$ cat src/rtl/mem_access_sb.sv
// Memory-access stage with a store buffer: formats loads, flags misaligned accesses,
// and shares one single-outstanding req/gnt/rvalid port between loads and buffered stores.
module mem_access_sb #(
    parameter int ADDR_SIZE = 32,
    parameter int DATA_SIZE = 32,
    parameter int SB_DEPTH  = 4,
    parameter int NUM_REGS  = 32
) (
    input  logic                        i_aclk,
    input  logic                        i_areset_n,
    input  logic                        i_valid,
    output logic                        o_ready,
    input  logic [1:0]                  i_memop,
    input  logic [1:0]                  i_size,
    input  logic                        i_unsigned,
    input  logic [DATA_SIZE-1:0]        i_exe_out,
    input  logic [DATA_SIZE-1:0]        i_mem_wdata,
    input  logic [$clog2(NUM_REGS)-1:0] i_rdest,
    input  logic                        i_cu_regwrite,
    input  logic [1:0]                  i_cu_memtoreg,
    input  logic [31:0]                 i_pcplus4,
    output logic                        o_valid,
    output logic [$clog2(NUM_REGS)-1:0] o_rdest,
    output logic                        o_cu_regwrite,
    output logic [1:0]                  o_cu_memtoreg,
    output logic [31:0]                 o_pcplus4,
    output logic [DATA_SIZE-1:0]        o_exe_data,
    output logic [DATA_SIZE-1:0]        o_mem_data,
    output logic                        o_exc_misaligned,
    output logic                        o_mem_req,
    output logic                        o_mem_we,
    output logic [ADDR_SIZE-1:0]        o_mem_addr,
    output logic [31:0]                 o_mem_wdata,
    output logic [3:0]                  o_mem_be,
    input  logic                        i_mem_gnt,
    input  logic                        i_mem_rvalid,
    input  logic [31:0]                 i_mem_rdata,
    output logic                        o_sb_empty
);
    localparam int RW = $clog2(NUM_REGS);
    localparam int PW = $clog2(SB_DEPTH);
    localparam int WA = ADDR_SIZE - 2;

    typedef enum logic [1:0] {S_IDLE = 2'd0, S_REQ = 2'd1, S_WAIT = 2'd2} ld_state_t;

    ld_state_t            state_q;
    logic                 valid_q, regwrite_q, exc_q, req_q, we_q, drain_q, ld_uns_q;
    logic [RW-1:0]        rdest_q;
    logic [1:0]           memtoreg_q, ld_off_q, ld_size_q;
    logic [31:0]          pcplus4_q, mwdata_q;
    logic [DATA_SIZE-1:0] exe_q, mem_data_q;
    logic [WA-1:0]        maddr_q;
    logic [3:0]           mbe_q;
    logic [PW:0]          rd_ptr_q, wr_ptr_q;
    logic [WA-1:0]        sb_addr_q [SB_DEPTH];
    logic [31:0]          sb_data_q [SB_DEPTH];
    logic [3:0]           sb_be_q   [SB_DEPTH];

    logic        is_load, is_store, misal, ld_ok, st_ok;
    logic        full, empty, conflict, pop, accept, ld_acc, st_acc, drain_start;
    logic [PW:0] count;
    logic [PW-1:0] rel;
    logic [31:0] st_dat_d, fmt_d;
    logic [3:0]  st_be_d;
    logic [7:0]  ld_byte;
    logic [15:0] ld_half;

    assign is_load  = (i_memop == 2'b01);
    assign is_store = (i_memop == 2'b10);
    assign misal    = (is_load | is_store) &
                      ((i_size == 2'b11) | ((i_size == 2'b01) & i_exe_out[0]) |
                       ((i_size == 2'b10) & (i_exe_out[1:0] != 2'b00)));
    assign ld_ok    = is_load & ~misal;
    assign st_ok    = is_store & ~misal;

    assign count = wr_ptr_q - rd_ptr_q;
    assign full  = (count == (PW+1)'(SB_DEPTH));
    assign empty = (count == '0);
    assign pop   = drain_q & i_mem_gnt;

    // An entry is live when its distance from the read pointer is below the fill count.
    always_comb begin
        conflict = 1'b0;
        rel      = '0;
        for (int i = 0; i < SB_DEPTH; i++) begin
            rel = PW'(i) - rd_ptr_q[PW-1:0];
            if (({1'b0, rel} < count) && (sb_addr_q[i] == i_exe_out[ADDR_SIZE-1:2]))
                conflict = 1'b1;
        end
    end

    // A load never preempts a drain already on the bus; a full buffer still takes a store on the pop cycle.
    assign o_ready = (state_q == S_IDLE) &
                     ~(st_ok & full & ~pop) &
                     ~(ld_ok & (conflict | (drain_q & ~i_mem_gnt)));

    assign accept      = i_valid & o_ready;
    assign ld_acc      = accept & ld_ok;
    assign st_acc      = accept & st_ok;
    assign drain_start = (state_q == S_IDLE) & ~ld_acc & ~empty & ~drain_q;

    always_comb begin
        case (i_size)
            2'b00: begin
                st_dat_d = {4{i_mem_wdata[7:0]}};
                st_be_d  = 4'b0001 << i_exe_out[1:0];
            end
            2'b01: begin
                st_dat_d = {2{i_mem_wdata[15:0]}};
                st_be_d  = 4'b0011 << i_exe_out[1:0];
            end
            default: begin
                st_dat_d = i_mem_wdata[31:0];
                st_be_d  = 4'b1111;
            end
        endcase
    end

    always_comb begin
        ld_byte = i_mem_rdata[{ld_off_q, 3'b000} +: 8];
        ld_half = ld_off_q[1] ? i_mem_rdata[31:16] : i_mem_rdata[15:0];
        case (ld_size_q)
            2'b00:   fmt_d = {{24{~ld_uns_q & ld_byte[7]}}, ld_byte};
            2'b01:   fmt_d = {{16{~ld_uns_q & ld_half[15]}}, ld_half};
            default: fmt_d = i_mem_rdata;
        endcase
    end

    always_ff @(posedge i_aclk) begin
        if (st_acc) begin
            sb_addr_q[wr_ptr_q[PW-1:0]] <= i_exe_out[ADDR_SIZE-1:2];
            sb_data_q[wr_ptr_q[PW-1:0]] <= st_dat_d;
            sb_be_q[wr_ptr_q[PW-1:0]]   <= st_be_d;
        end
    end

    always_ff @(posedge i_aclk or negedge i_areset_n) begin
        if (!i_areset_n) begin
            state_q    <= S_IDLE;
            valid_q    <= 1'b0;
            regwrite_q <= 1'b0;
            exc_q      <= 1'b0;
            req_q      <= 1'b0;
            we_q       <= 1'b0;
            drain_q    <= 1'b0;
            ld_uns_q   <= 1'b0;
            rdest_q    <= '0;
            memtoreg_q <= '0;
            ld_off_q   <= '0;
            ld_size_q  <= '0;
            pcplus4_q  <= '0;
            mwdata_q   <= '0;
            exe_q      <= '0;
            mem_data_q <= '0;
            maddr_q    <= '0;
            mbe_q      <= '0;
            rd_ptr_q   <= '0;
            wr_ptr_q   <= '0;
        end else begin
            valid_q <= 1'b0;
            if (pop) begin
                drain_q  <= 1'b0;
                req_q    <= 1'b0;
                we_q     <= 1'b0;
                rd_ptr_q <= rd_ptr_q + (PW+1)'(1);
            end
            if (drain_start) begin
                drain_q  <= 1'b1;
                req_q    <= 1'b1;
                we_q     <= 1'b1;
                maddr_q  <= sb_addr_q[rd_ptr_q[PW-1:0]];
                mwdata_q <= sb_data_q[rd_ptr_q[PW-1:0]];
                mbe_q    <= sb_be_q[rd_ptr_q[PW-1:0]];
            end
            if (st_acc)
                wr_ptr_q <= wr_ptr_q + (PW+1)'(1);
            case (state_q)
                S_IDLE: if (ld_acc) begin
                    state_q   <= S_REQ;
                    req_q     <= 1'b1;
                    we_q      <= 1'b0;
                    maddr_q   <= i_exe_out[ADDR_SIZE-1:2];
                    mwdata_q  <= '0;
                    mbe_q     <= st_be_d;
                    ld_off_q  <= i_exe_out[1:0];
                    ld_size_q <= i_size;
                    ld_uns_q  <= i_unsigned;
                end
                S_REQ: if (i_mem_gnt) begin
                    state_q <= S_WAIT;
                    req_q   <= 1'b0;
                end
                S_WAIT: if (i_mem_rvalid) begin
                    state_q    <= S_IDLE;
                    mem_data_q <= fmt_d;
                    valid_q    <= 1'b1;
                end
                default: state_q <= S_IDLE;
            endcase
            if (accept) begin
                rdest_q    <= i_rdest;
                memtoreg_q <= i_cu_memtoreg;
                pcplus4_q  <= i_pcplus4;
                exe_q      <= i_exe_out;
                exc_q      <= misal;
                regwrite_q <= i_cu_regwrite & ~misal;
                if (!ld_acc)
                    valid_q <= 1'b1;
            end
        end
    end

    assign o_valid          = valid_q;
    assign o_rdest          = rdest_q;
    assign o_cu_regwrite    = regwrite_q;
    assign o_cu_memtoreg    = memtoreg_q;
    assign o_pcplus4        = pcplus4_q;
    assign o_exe_data       = exe_q;
    assign o_mem_data       = mem_data_q;
    assign o_exc_misaligned = exc_q;
    assign o_mem_req        = req_q;
    assign o_mem_we         = we_q;
    assign o_mem_addr       = {maddr_q, 2'b00};
    assign o_mem_wdata      = mwdata_q;
    assign o_mem_be         = mbe_q;
    assign o_sb_empty       = empty & ~drain_q;
endmodule

$ cat config.mk
export PLATFORM = sky130hd
export DESIGN_NAME = mem_access_sb
export DESIGN_NICKNAME = d
export VERILOG_FILES = /design/src/rtl/mem_access_sb.sv
export SDC_FILE = /design/constraint.sdc
export NUM_CORES = 1
export LEC_CHECK = 0
export CELL_PAD_IN_SITES_DETAIL_PLACEMENT = 0
export CELL_PAD_IN_SITES_GLOBAL_PLACEMENT = 1
export CORE_AREA = 2 2 269 192
export DETAILED_ROUTE_END_ITERATION = 8
export DIE_AREA = 0 0 271 194
export GPL_TIMING_DRIVEN = 1
export PLACE_DENSITY_LB_ADDON = 0.1
export SYNTH_ARGS = -nofsm -noshare
export SYNTH_HDL_FRONTEND = slang
export SYNTH_SLANG_ARGS = --single-unit
$ cat constraint.sdc
create_clock -name i_aclk -period 6.41 [get_ports i_aclk]
set_input_delay 0.9615 -clock i_aclk [delete_from_list [all_inputs] [get_ports i_aclk]]
set_output_delay 0.9615 -clock i_aclk [all_outputs]
set_load 0.02 [all_outputs]
# Yosys cells after proc, flatten, opt, wreduce, memory -nomap -nowiden
# Memories as Yosys holds them, arrays and structs flattened.
# Index checks and enable logic that the tools add are counted.
word_totals:
  ff_bits: 188
  ramBits: 264
  in_bits: 146
  out_inout_bits: 178
  n_memories: 3
classes:
  addsub: 7
  order_cmp: 4
  n_eq_ne: 16
  shifts: 3
  n_mux: 38
  n_bitwise: 35
  n_reduce_logical: 13
memory_table:
  columns: ["memory", "depth", "word_bits", "read_ports", "rd_ports_with_merged_regs", "wr", "line_no", "rtl"]
  rows:
  - ["sb_data_q", 4, 32, 1, 0, 1, "56", "logic [31:0] sb_data_q [SB_DEPTH];"]
  - ["sb_addr_q", 4, 30, 5, 0, 1, "55", "logic [WA-1:0] sb_addr_q [SB_DEPTH];"]
  - ["sb_be_q", 4, 4, 1, 0, 1, "57", "logic [3:0] sb_be_q [SB_DEPTH];"]
ops:
  columns: ["op", "n"]
  rows:
  - ["$pmux W32 S2", 2]
  - ["$eq A30 B30 Y1", 4]
  - ["$mux W32", 3]
  - ["$mux W30", 3]
  - ["$shiftx A32 B6 Y8", 1]
  - ["$and A1 B1 Y1", 22]
  - ["$mux W1", 20]
  - ["$mux W16", 1]
  - ["$lt A2 B3 Y1", 4]
  - ["$mux W4", 3]
  - ["$not A1 Y1", 9]
  - ["$eq A2 B1 Y1 const B", 4]
  - ["$eq A2 B2 Y1 const B", 4]
  - ["$pmux W4 S2", 1]
  - ["$add A3 B1 Y3 const B", 2]
  - ["$logic_not A2 Y1", 3]
  - ["$mux W2", 3]
  - ["$ne A2 B2 Y1 const B", 3]
  - ["$pmux W2 S3", 1]
  - ["$logic_and A1 B1 Y1", 4]
  - ["$or A1 B1 Y1", 4]
  - ["$reduce_and A2 Y1", 2]
  - ["$reduce_bool A2 Y1", 2]
  - ["$shl A1 B2 Y4 const A", 1]
  - ["other kinds (8)", 10]

# Logic depth before layout (Yosys ltp)
logic_depth:
  depth_word: 21
  mapped_depth: 15

# Worst setup path after synthesis
# No wires, ideal clock.
synth_timing:
  kind: "register to register"
  start: "register rd_ptr_q[1]"
  end: "memory sb_addr_q[3][0] (netlist bit) (enable)"
  t_arrival_ns: 6.002
  setup_slack_ns: -0.107
  path_stages_with_launch: 12
  path_buffers: 2
  cell_sequence: "dfrtp_1 buf_1 clkbuf_1 inv_1 fa_1 inv_1 ha_1 nor2b_1 o21ai_0 a31oi_1 nand4_1 a21oi_1"
synth_via:
  elab_chain_cells: 15
synth_lines:
  columns: ["element", "line_no", "rtl"]
  rows:
  - ["from (decl)", "54", "logic [PW:0] rd_ptr_q, wr_ptr_q;"]
  - ["from (signal assigned)", "165", "rd_ptr_q <= rd_ptr_q + (PW+1)'(1);"]
  - ["$sub A3 B3 Y3 or $sub A1 B2 Y2 (tied branches)", "76, 86", null]
  - ["$lt A2 B3 Y1", "87", "if (({1'b0, rel} < count) && (sb_addr_q[i] == i_exe_out[ADDR_SIZE-1:2]))"]
  - ["$logic_and A1 B1 Y1", "87", null]
  - ["$mux W1 (4 in a row)", "87", null]
  - ["$or A1 B1 Y1", "95", "~(ld_ok & (conflict | (drain_q & ~i_mem_gnt)));"]
  - ["$and A1 B1 Y1", "95", null]
  - ["$not A1 Y1", "95", null]
  - ["$and A1 B1 Y1 (*)", "94", "~(st_ok & full & ~pop) &"]
  - ["$and A1 B1 Y1 (*)", "97", "assign accept = i_valid & o_ready;"]
  - ["$and A1 B1 Y1 (*)", "99", "assign st_acc = accept & st_ok;"]
  - ["$mux W1 (*)", "130", "if (st_acc) begin"]
  - ["$mux W1 (not written as such) (*)", "131", "sb_addr_q[wr_ptr_q[PW-1:0]] <= i_exe_out[ADDR_SIZE-1:2];"]
  - ["to (decl)", "55", null]
# Every way passes the cells marked *; elsewhere a longest branch is shown, timed or not.

# Worst setup path after layout
layout_timing:
  start: "register wr_ptr_q[0]"
  end: "output o_ready"
layout_via:
  elab_chain_cells: 11
layout_lines:
  columns: ["element", "line_no", "rtl"]
  rows:
  - ["from (decl)", "54", null]
  - ["from (signal assigned)", "176", "wr_ptr_q <= wr_ptr_q + (PW+1)'(1);"]
  - ["$sub A3 B3 Y3 (*)", "76", "assign count = wr_ptr_q - rd_ptr_q;"]
  - ["$lt A2 B3 Y1", "87", null]
  - ["$logic_and A1 B1 Y1", "87", null]
  - ["$mux W1 (4 in a row)", "87", null]
  - ["$or A1 B1 Y1", "95", null]
  - ["$and A1 B1 Y1", "95", null]
  - ["$not A1 Y1", "95", null]
  - ["$and A1 B1 Y1 (*)", "94", null]
  - ["to (decl)", "12", "output logic o_ready,"]
# Marked as above.

==> flow_metrics.py <==
metrics = {
    "placement": {
        "dp_hpwl_um": 36200,
        "portBuffers": 321,
        "gp_congestion": 0.856,
        "dp_slack_ps": 1160,
    },
    "worst_setup_path": {
        "critical-path-top-cell-by-count": "inv_1",
        "cp_num_buf_inv": 4,
        "critPathMaxFanout": 5,
        "critPathLaunchType": "flip-flop",
        "worstPathArrival_ps": 4090,
        "crit_slowest_cell": "clkdlybuf4s50_1",
        "cp_cell_sequence": "inv_1 > ha_1 > inv_1 > fa_1 > inv_1 > ha_1 > nor2b_1 > o21ai_0 > a31oi_1 > nand4_1 > a21oi_1 > clkdlybuf4s50_1",
        "cp_top_family": "buffers and inverters",
        "cp-startpoint": "wr_ptr_q[0]",
        "r2r_start": "wr_ptr_q[0]",
        "crit_path_end_kind": "output port",
        "critPathMaxStageDelay_ps": 680,
        "crit_required_ps": 5450,
        "crit_type": "flip-flop to output port",
    },
    "final_layout": {
        "diodes": 0,
        "multiInputGateArea_um2": 6620,
        "final_nets": 1824,
        "fillers": 4268,
        "area_growth_pct": 26.5,
        "drive_gt1_share_pct": 16.5,
        "seqCellArea_um2": 12600,
    },
    "clock_tree": {
        "holdBufCountCts": 0,
        "cts_resized": 0,
        "post_cts.repair.setup_buffers": 0,
        "htree_num_levels": 2,
        "path_clk_slew_ps": 60,
        "cts_buffers": 46,
        "clk_latency_ps": 610,
        "tritoncts": "yes",
        "cts.sinks": 452,
        "clockBufferDepth": 3,
        "root_buffer": "clkbuf_16",
    },
    "synthesis": {
        "avgSynthCellArea_um2": 14.4,
        "synthFlopType": "edfxtp_1",
        "syn_inst": 1375,
        "synthArstFlopShare_pct": 41.6,
        "ys_seq_area_share_pct": 63.9,
        "synth_cell_types": 52,
        "netlist_area_um2": 19800,
        "yosysWarnings": 0,
        "synth-seq-cells": 452,
        "synth_edf_count": 264,
    },
    "sta": {
        "final-hold-violation-count": 0,
        "min_period_ps": 5050,
        "setup_ws_ps": 1360,
        "grt_setup_unrepaired": "no",
        "max_freq_ghz": 0.198,
        "slew_viol_final": 0,
        "period_share_pct": 78.8,
        "max-slew-margin-rel_pct": 21.2,
        "setup_tns_ps": 0,
        "setup_viol": 0,
        "tightest_slew_ps": 1180,
        "fin_skew_ps": 64.4,
    },
    "floorplan": {
        "die_h_um": 194,
        "die-area_um2": 52600,
        "die_x_um": 271,
        "core_um2": 50000,
        "num_io_pins": 324,
        "initial_utilization_pct": 39.6,
        "rows": 69,
    },
    "route": {
        "drtIter0Drc": 902,
        "detail_route.first_pass.iterations": 5,
        "wl_um": 55000,
        "vias": 12165,
        "wl_per_cell_um": 23.1,
        "ant_nets": 0,
        "drc": 0,
        "via_per_inst": 5.12,
    },
    "global_routing": {
        "grt_pass1_vias": 12349,
        "antenna_found_initial": 2,
        "grt_overflow": 0,
        "grt_pass1_wl_um": 82100,
        "grt_max_degree": 113,
        "grtUsageTotal_pct": 20.8,
    },
    "outcome": {
        "outcome": "completed",
    },
    "worst_hold_path": {
        "worstHoldPathType": "primary input to asynchronous set/reset pin",
    },
    "power_and_ir_drop": {
        "p_leak_nw": 9.13,
        "irDropWorstVdd_v": 0.000246,
        "combPwrFrac_pct": 40.7,
        "p_clk_share_pct": 23.4,
        "switching_power_mw": 4.00,
        "post-layout-total-power_mw": 11.3,
        "intPower_mw": 7.33,
        "power_density_nw_per_um2": 453,
        "seq_power_share_pct": 35.8,
        "switching_share_pct": 35.3,
    },
    "job": {
        "drv_cap": 0,
    },
}
[per-layer routing]
layer  track usage (%)  vias up  wire (um)
li1                  -     5538          -
met1              31.7     6187      26500
met2              29.2      382      23400
met3              6.23       52       4280
met4              4.05        6        687
met5              1.63        -        149
[logic make-up after synthesis]
logic type	synth area share, %
xor gates and xnor gates	5.61
adders and majority gates	0.987
muxes	15.7
DFF	63.9
other	0.0190
and+or+nand+nor	7.13
AOI/OAI and AO/OA	3.86
buffers and inverters	2.87
[layout by cell type, fill, tap and decap left out, drive strengths merged, types with 2 or more instances in the layout]
cell / synthesis / layout
o21ai: 44 / 44
and2: 5 / 5
mux4: 67 / 67
a222oi: 6 / 6
inv: 22 / 22
clkinv: 0 / 15
clkdlybuf4s50: 0 / 320
nand3: 3 / 3
a21oi: 55 / 55
clkbuf: 44 / 69
conb: 1 / 2
nor3: 2 / 2
o21bai: 3 / 3
nor2: 30 / 30
edfxtp: 264 / 264
buf: 54 / 17
nand4: 29 / 29
mux2: 128 / 128
dfrtp: 188 / 188
nor4: 9 / 9
nor3b: 2 / 2
bufinv: 0 / 2
nand2: 229 / 229
nor2b: 12 / 12
a221oi: 7 / 7
a211o: 2 / 2
xnor2: 123 / 123
a21o: 3 / 3
ha: 14 / 14
mux2i: 11 / 11
[per-stage QoR]
| stage | util, % | hold slack (ps) | cells | cell area (um2) |
|---|---|---|---|---|
| detailed placement | 47.1 | 471 | 2289 | 23500 |
| floorplan | - | 447 | 1376 | 19800 |
| finish | 50.1 | 300 | 2375 | 25000 |
| CTS | 50.1 | 339 | 2375 | 25000 |
| global placement | 47.1 | 465 | 2289 | 23500 |
| global route | 50.1 | 338 | 2375 | 25000 |
[cell usage after synthesis, drive strengths merged (3+ instances only)]
library cell | instances | area, um2
o21ai | 44 | 220
edfxtp | 264 | 7930
a21o | 3 | 22.5
nor4 | 9 | 56.3
clkbuf | 44 | 165
a21oi | 55 | 279
nor2b | 12 | 75.1
nand3 | 3 | 15.0
inv | 22 | 82.6
nor2 | 30 | 113
nand2 | 229 | 860
mux2i | 11 | 110
and2 | 5 | 31.3
a221oi | 7 | 61.3
a222oi | 6 | 60.1
nand4 | 29 | 181
o21bai | 3 | 22.5
xnor2 | 123 | 1080
ha | 14 | 175
buf | 54 | 320
mux4 | 67 | 1510
mux2 | 128 | 1480
dfrtp | 188 | 4700
[power by group through the flow]
| stage | sequential (mW) | clock, mW | combinational (mW) |
|---|---|---|---|
| 5_1_grt | 4.14 | 2.85 | 5.02 |
| 4_1_cts | 4.07 | 2.72 | 4.70 |
| 2_1_floorplan | 4.61 | 0 | 2.23 |
| 3_3_place_gp | 4.10 | 0 | 4.65 |
| 3_5_place_dp | 4.12 | 0 | 4.67 |
| 6_report | 4.06 | 2.65 | 4.62 |
[state kept, by name, summed over array words and instances (netlist names), 3 cells and up]
register / count
o_exe_data: 32
sb_be_q: 16
o_mem_wdata: 32
rd_ptr_q: 3
o_mem_be: 4
o_mem_data: 32
o_pcplus4: 32
sb_addr_q: 120
o_rdest: 5
maddr_q: 30
wr_ptr_q: 3
sb_data_q: 128
[area by class of cell]
type,count,area share (%)
Sequential cell,452,50.5
Multi-Input combinational cell,804,26.5
Timing Repair Buffer,337,13.4
Clock buffer,69,5.18
Tap cell,674,3.37
Clock inverter,17,0.760
Inverter,22,0.330
[final timing paths]
kind / end / slack, ps / depth (start not counted)
max in group asynchronous: rd_ptr_q[0] / 4930 / 2
min in group i_aclk: o_mem_data[8] / 480 / 2
min: o_exe_data[20] / 300 / 1
max: o_ready / 1360 / 12
max reg2reg: maddr_q[1] / 1480 / 13
min reg2reg: o_mem_data[8] / 480 / 2
[worst register-to-register path, delay by kind of cell (launching register included)]
kind                       cells  cell delay [ps]
and+or+nand+nor                3             1560
buffers and inverters          4             1100
adders and majority gates      3             1010
muxes                          1              480
DFF                            1              430
AOI/OAI and AO/OA              2              260
No activity file was read; power rests on OpenSTA's default activity.
